--- src/rtl/serial_adder_if.sv ---
// Handshake and operand/result bundle for serial_adder.
// ovf is present only when SERIAL_ADDER_OVF_EN is defined.
interface serial_adder_if #(
  parameter int unsigned WIDTH = 8
) ();
  logic             start;
  logic             sub;
  logic [WIDTH-1:0] a;
  logic [WIDTH-1:0] b;
  logic             cin;
  logic             busy;
  logic             done;
  logic [WIDTH-1:0] sum;
  logic             cout;
`ifdef SERIAL_ADDER_OVF_EN
  logic             ovf;

  modport master (
    output start, sub, a, b, cin,
    input  busy, done, sum, cout, ovf
  );

  modport slave (
    input  start, sub, a, b, cin,
    output busy, done, sum, cout, ovf
  );
`else
  modport master (
    output start, sub, a, b, cin,
    input  busy, done, sum, cout
  );

  modport slave (
    input  start, sub, a, b, cin,
    output busy, done, sum, cout
  );
`endif
endinterface

--- src/rtl/serial_adder.sv ---
// Bit-serial adder/subtractor: one full-adder cell plus carry flop, LSB first, WIDTH+1 cycles/op.
// Optional signed-overflow output enabled by defining SERIAL_ADDER_OVF_EN.
module serial_adder #(
  parameter int unsigned WIDTH = 8
) (
  input logic           clk,
  input logic           rst_n,
  serial_adder_if.slave bus
);

  localparam int unsigned CntW = $clog2(WIDTH);

  typedef enum logic [1:0] {StIdle, StRun, StDone} state_e;

  state_e           state_q;
  logic [WIDTH-1:0] a_q;
  logic [WIDTH-1:0] b_q;
  logic [WIDTH-2:0] part_q;
  logic [CntW-1:0]  cnt_q;
  logic             carry_q;
  logic             busy_q;
  logic             done_q;
  logic [WIDTH-1:0] sum_q;
  logic             cout_q;
`ifdef SERIAL_ADDER_OVF_EN
  logic             ovf_q;
`endif

  logic             s_bit;
  logic             c_next;
  logic             last_bit;
  logic [WIDTH-1:0] part_next;

  // The full-adder cell working on the operand LSBs.
  assign s_bit    = a_q[0] ^ b_q[0] ^ carry_q;
  assign c_next   = (a_q[0] & b_q[0]) | (a_q[0] & carry_q) | (b_q[0] & carry_q);
  assign last_bit = (cnt_q == CntW'(WIDTH - 1));

  // Partial result is kept MSB-justified; the new bit enters at the top.
  assign part_next = {s_bit, part_q};

  always_ff @(posedge clk) begin
    if (!rst_n) begin
      state_q <= StIdle;
      a_q     <= '0;
      b_q     <= '0;
      part_q  <= '0;
      cnt_q   <= '0;
      carry_q <= 1'b0;
      busy_q  <= 1'b0;
      done_q  <= 1'b0;
      sum_q   <= '0;
      cout_q  <= 1'b0;
`ifdef SERIAL_ADDER_OVF_EN
      ovf_q   <= 1'b0;
`endif
    end else begin
      done_q <= 1'b0;
      case (state_q)
        StIdle, StDone: begin
          if (bus.start) begin
            a_q     <= bus.a;
            b_q     <= bus.sub ? ~bus.b : bus.b;
            carry_q <= bus.sub ? 1'b1 : bus.cin;
            part_q  <= '0;
            cnt_q   <= '0;
            busy_q  <= 1'b1;
            state_q <= StRun;
          end else begin
            state_q <= StIdle;
          end
        end
        StRun: begin
          a_q     <= a_q >> 1;
          b_q     <= b_q >> 1;
          carry_q <= c_next;
          part_q  <= part_next[WIDTH-1:1];
          cnt_q   <= cnt_q + CntW'(1);
          if (last_bit) begin
            sum_q   <= part_next;
            cout_q  <= c_next;
`ifdef SERIAL_ADDER_OVF_EN
            // carry_q here is the carry into the MSB.
            ovf_q   <= carry_q ^ c_next;
`endif
            busy_q  <= 1'b0;
            done_q  <= 1'b1;
            state_q <= StDone;
          end
        end
        default: begin
          busy_q  <= 1'b0;
          state_q <= StIdle;
        end
      endcase
    end
  end

  assign bus.busy = busy_q;
  assign bus.done = done_q;
  assign bus.sum  = sum_q;
  assign bus.cout = cout_q;
`ifdef SERIAL_ADDER_OVF_EN
  assign bus.ovf  = ovf_q;
`endif

endmodule

--- src/flat_wrapper.sv ---
// flat-port wrapper written by rule: the top's interface ports become plain ports
module serial_adder_flat 
#(
  parameter int unsigned WIDTH = 8
)
  (clk, rst_n, bus_start, bus_sub, bus_a, bus_b, bus_cin, bus_busy, bus_done, bus_sum, bus_cout);
  serial_adder_if #(.WIDTH(WIDTH)) bus_i ();
  input logic clk;
  input logic rst_n;
  input wire logic [$bits(bus_i.start)-1:0] bus_start;
  input wire logic [$bits(bus_i.sub)-1:0] bus_sub;
  input wire logic [$bits(bus_i.a)-1:0] bus_a;
  input wire logic [$bits(bus_i.b)-1:0] bus_b;
  input wire logic [$bits(bus_i.cin)-1:0] bus_cin;
  output wire logic [$bits(bus_i.busy)-1:0] bus_busy;
  output wire logic [$bits(bus_i.done)-1:0] bus_done;
  output wire logic [$bits(bus_i.sum)-1:0] bus_sum;
  output wire logic [$bits(bus_i.cout)-1:0] bus_cout;
  assign bus_i.start = bus_start;
  assign bus_i.sub = bus_sub;
  assign bus_i.a = bus_a;
  assign bus_i.b = bus_b;
  assign bus_i.cin = bus_cin;
  assign bus_busy = bus_i.busy;
  assign bus_done = bus_i.done;
  assign bus_sum = bus_i.sum;
  assign bus_cout = bus_i.cout;
  serial_adder #(.WIDTH(WIDTH)) u_core (.clk(clk), .rst_n(rst_n), .bus(bus_i));
endmodule
--- config.mk ---
export PLATFORM = sky130hd
export DESIGN_NAME = serial_adder_flat
export DESIGN_NICKNAME = d
export VERILOG_FILES = /design/src/rtl/serial_adder_if.sv /design/src/rtl/serial_adder.sv /design/src/flat_wrapper.sv
export SDC_FILE = /design/constraint.sdc
export NUM_CORES = 1
export LEC_CHECK = 0
export CAP_MARGIN = 20
export CORE_MARGIN = 2
export CORE_UTILIZATION = 26
export CTS_CLUSTER_DIAMETER = 50
export DETAILED_ROUTE_END_ITERATION = 8
export DONT_BUFFER_PORTS = 1
export PLACE_DENSITY = 0.51
export SETUP_SLACK_MARGIN = 0.4
export SYNTH_ARGS = -nofsm -noshare
export SYNTH_HDL_FRONTEND = slang
export SYNTH_SLANG_ARGS = --single-unit
--- constraint.sdc ---
create_clock -name clk -period 2.1 [get_ports clk]
set_input_delay 0.42 -clock clk [delete_from_list [all_inputs] [get_ports clk]]
set_output_delay 0.42 -clock clk [all_outputs]
set_load 0.005 [all_outputs]
==> impl_metrics.env <==
export IMPL_status="finished, final reports clean"
export IMPL_fin_nets=211
export IMPL_switching_share_pct=26.5
export IMPL_startpoint_type="flop"
export IMPL_placed_area_sq_um=2020
export IMPL_grt_overflow_total=0
export IMPL_netlist_instances=192
export IMPL_relSlewSlack_pct=59.4
export IMPL_grt_pass1_wl_mm=6.36
export IMPL_clock_latency_ns=0.28
export IMPL_ant_nets=0
export IMPL_layout_min_cycle_time_ns=1.41
export IMPL_die_w_um=92.1
export IMPL_clockRootBuffer="clkbuf_8"
export IMPL_clk_path_buf_depth=2
export IMPL_finalHoldViolCount=0
export IMPL_yosys_warnings=0
export IMPL_required_ns=2.31
export IMPL_synth_distinct_cells=26
export IMPL_globalplace_congestion=0.655
export IMPL_grt_max_degree=41
export IMPL_die_h_um=92.1
export IMPL_fmax_ghz=0.709
export IMPL_post_route_drc_count=0
export IMPL_final_common_cell="dfxtp_1"
export IMPL_post_cts_resize_count=0
export IMPL_first_global_vias=1202
export IMPL_crit_path_top_delay_cell="nor2b_4"
export IMPL_layout_drive_gt1_share_pct=40.1
export IMPL_post_cts_buffers=0
export IMPL_rsz0062_at_grt="false"
export IMPL_vias_per_cell=4.52
export IMPL_fp_row_count=32
export IMPL_worstPathMaxFanout=23
export IMPL_fin_ws_ns=0.690
export IMPL_critPathMaxStageDelay_ns=0.45
export IMPL_htreeDepth=2
export IMPL_cp_end_kind="flop"
export IMPL_routed_wl_mm=3.94
export IMPL_path_cells="nor2b_4, buf_12, a22oi_1, a21oi_1"
export IMPL_fin_area_sq_um=2100
export IMPL_dieArea_sq_um=8490
export IMPL_clkSlewWorstSetupHoldPaths_ns=0.07
export IMPL_setup_viol=0
export IMPL_fin_skew_ns=0.00520
export IMPL_synth_area_leaders="dfxtp_1 (40%), a21oi_2 (13%), nand3_2 (9.9%)"
export IMPL_power_leakage_nw=0.617
export IMPL_synth_fp_nets=216
export IMPL_via_count=1305
export IMPL_first_pass_iters=4
export IMPL_power_density_nw_per_um2=708
export IMPL_irDropWorstVdd_uv=272
export IMPL_cts_tree="yes"
export IMPL_cp_arrival_ns=1.62
export IMPL_core_sq_um=7610
export IMPL_worst_setup_path_type="flop to flop"
export IMPL_total_power_mw=1.49
export IMPL_antenna_found_initial=0
export IMPL_period_share_pct=67.2
export IMPL_power_switching_mw=0.393
export IMPL_worst_pin_slew_ns=0.609
export IMPL_place_hpwl_mm=2.62
export IMPL_drt_iter0_drc=86
export IMPL_avgSynthCellArea_sq_um=10.5
export IMPL_routedWlPerCell_um=13.6
export IMPL_synth_edf_count=0
export IMPL_nFillCells=801
export IMPL_netlist_area_leader_share_pct=39.7
export IMPL_async_reset_ff_share_pct=0
export IMPL_p_int_mw=1.09
export IMPL_port_buffers=0
export IMPL_fin_util_pct=27.6
export IMPL_setup_tns_ns=0
export IMPL_ioPinCount=32
export IMPL_cap_violations=0
export IMPL_antenna_diode_count=0
export IMPL_finalMaxSlewViolations=0
export IMPL_layout_common_cells="dfxtp_1 (40), a21oi_2 (29), nand2_1 (21)"
export IMPL_syn_area_sq_um=2020
export IMPL_hp_class="primary input to flop"
export IMPL_place_ws_ns=0.670
export IMPL_p_comb_share_pct=13.5
export IMPL_grt_usage_pct=9.59
export IMPL_synthFlopType="dfxtp_1"
export IMPL_initial_core_util_pct=26.5
export IMPL_area_delta_synth_final_pct=3.90
export IMPL_ys_ff_latch=40
export IMPL_pwr_share_clk_pct=31.7
export IMPL_ys_seq_area_share_pct=39.7
export IMPL_cts_sinks=40
export IMPL_ctsHoldBuffers=0
export IMPL_cts_buffers=5
export IMPL_pwr_share_seq_pct=54.8
export IMPL_yosysTopAreaCell="dfxtp_1"
final cells by class:
class	instances	area (sq um)	area share (%)
multi-input combinational	132	1010	48.2
inverter	1	3.75	0.179
tap	102	128	6.08
clock inverter	1	5.00	0.239
clock buffer	6	72.6	3.46
timing repair buffer	7	77.6	3.70
sequential	40	801	38.2
power groups by stage:
stage	clock [mW]	combinational [mW]	sequential, mW
final	0.471	0.201	0.814
after global routing	0.534	0.220	0.818
after CTS	0.498	0.204	0.814
after detailed placement	0	0.203	0.832
after global placement	0	0.202	0.831
after floorplan	0	0.206	0.826
synth_stat cells (2+ instances only):
cell / n
nand2_1: 21
buf_2: 2
buf_12: 4
nor2_1: 4
nand2b_1: 3
nand3_1: 16
xor2_1: 8
ha_1: 2
a22oi_1: 3
buf_4: 2
a22oi_2: 11
o21ai_0: 2
clkbuf_1: 4
a21oi_1: 7
dfxtp_1: 40
a21oi_2: 29
buf_6: 5
nand3_2: 20
buf_8: 2
cells by family (layout without fill, tap and decap cells):
| logic type | Yosys count | in the layout | synth area share (%) |
|---|---|---|---|
| buf+inv | 20 | 15 | 10.4 |
| xor+xnor | 8 | 8 | 3.47 |
| simple gates | 67 | 67 | 20.8 |
| fa+ha+maj | 3 | 3 | 2.23 |
| compound gates | 54 | 54 | 23.4 |
| flops | 40 | 40 | 39.7 |
per-stage QoR:
stage | std cells | hold WS, ns
2_1_floorplan | 192 | 0.439
3_3_place_gp | 282 | 0.455
3_5_place_dp | 282 | 0.460
4_1_cts | 289 | 0.276
5_1_grt | 289 | 0.285
6_report | 289 | 0.285
metal layers:
| layer | GRT usage [%] | routed length [um] | share of wire, % |
|---|---|---|---|
| met3 | 3.70 | 232 | 5.9 |
| met4 | 3.36 | 31 | 0.79 |
| met5 | 0 | 0 | 0 |
| met1 | 12.8 | 1900 | 48 |
| met2 | 14.1 | 1780 | 45 |
worst paths after layout:
| check | from | endpoint | slack, ns | depth (start not counted) |
|---|---|---|---|---|
| setup / recovery | u_core.state_q[0]$_SDFFE_PN0P_ | u_core.b_q[0]$_SDFFE_PN0P_ | 0.69 | 4 |
| hold / removal | bus_a[7] | u_core.a_q[7]$_SDFFE_PN0P_ | 0.29 | 2 |
| setup reg to reg | u_core.state_q[0]$_SDFFE_PN0P_ | u_core.b_q[0]$_SDFFE_PN0P_ | 0.69 | 4 |
| hold reg to reg | u_core.part_q[0]$_SDFFE_PN0P_ | u_core.bus.sum[0]$_SDFFE_PN0P_ | 0.46 | 2 |
worst max-delay path: cells and delay by family (launching register included):
| kind | cells | cell delay [ns] |
|---|---|---|
| simple gates | 1 | 0.45 |
| buf+inv | 1 | 0.24 |
| compound gates | 2 | 0.22 |
| flops | 1 | 0.42 |
sequential cells by signal, summed over array words and instances, names as in the netlist:
name,flops
u_core.bus.cout,1
u_core.carry_q,1
u_core.state_q,2
u_core.a_q,8
u_core.bus.done,1
u_core.b_q,8
u_core.part_q,7
u_core.bus.sum,8
u_core.cnt_q,3
u_core.bus.busy,1
Note: power is estimated with default switching activity, not from simulation.
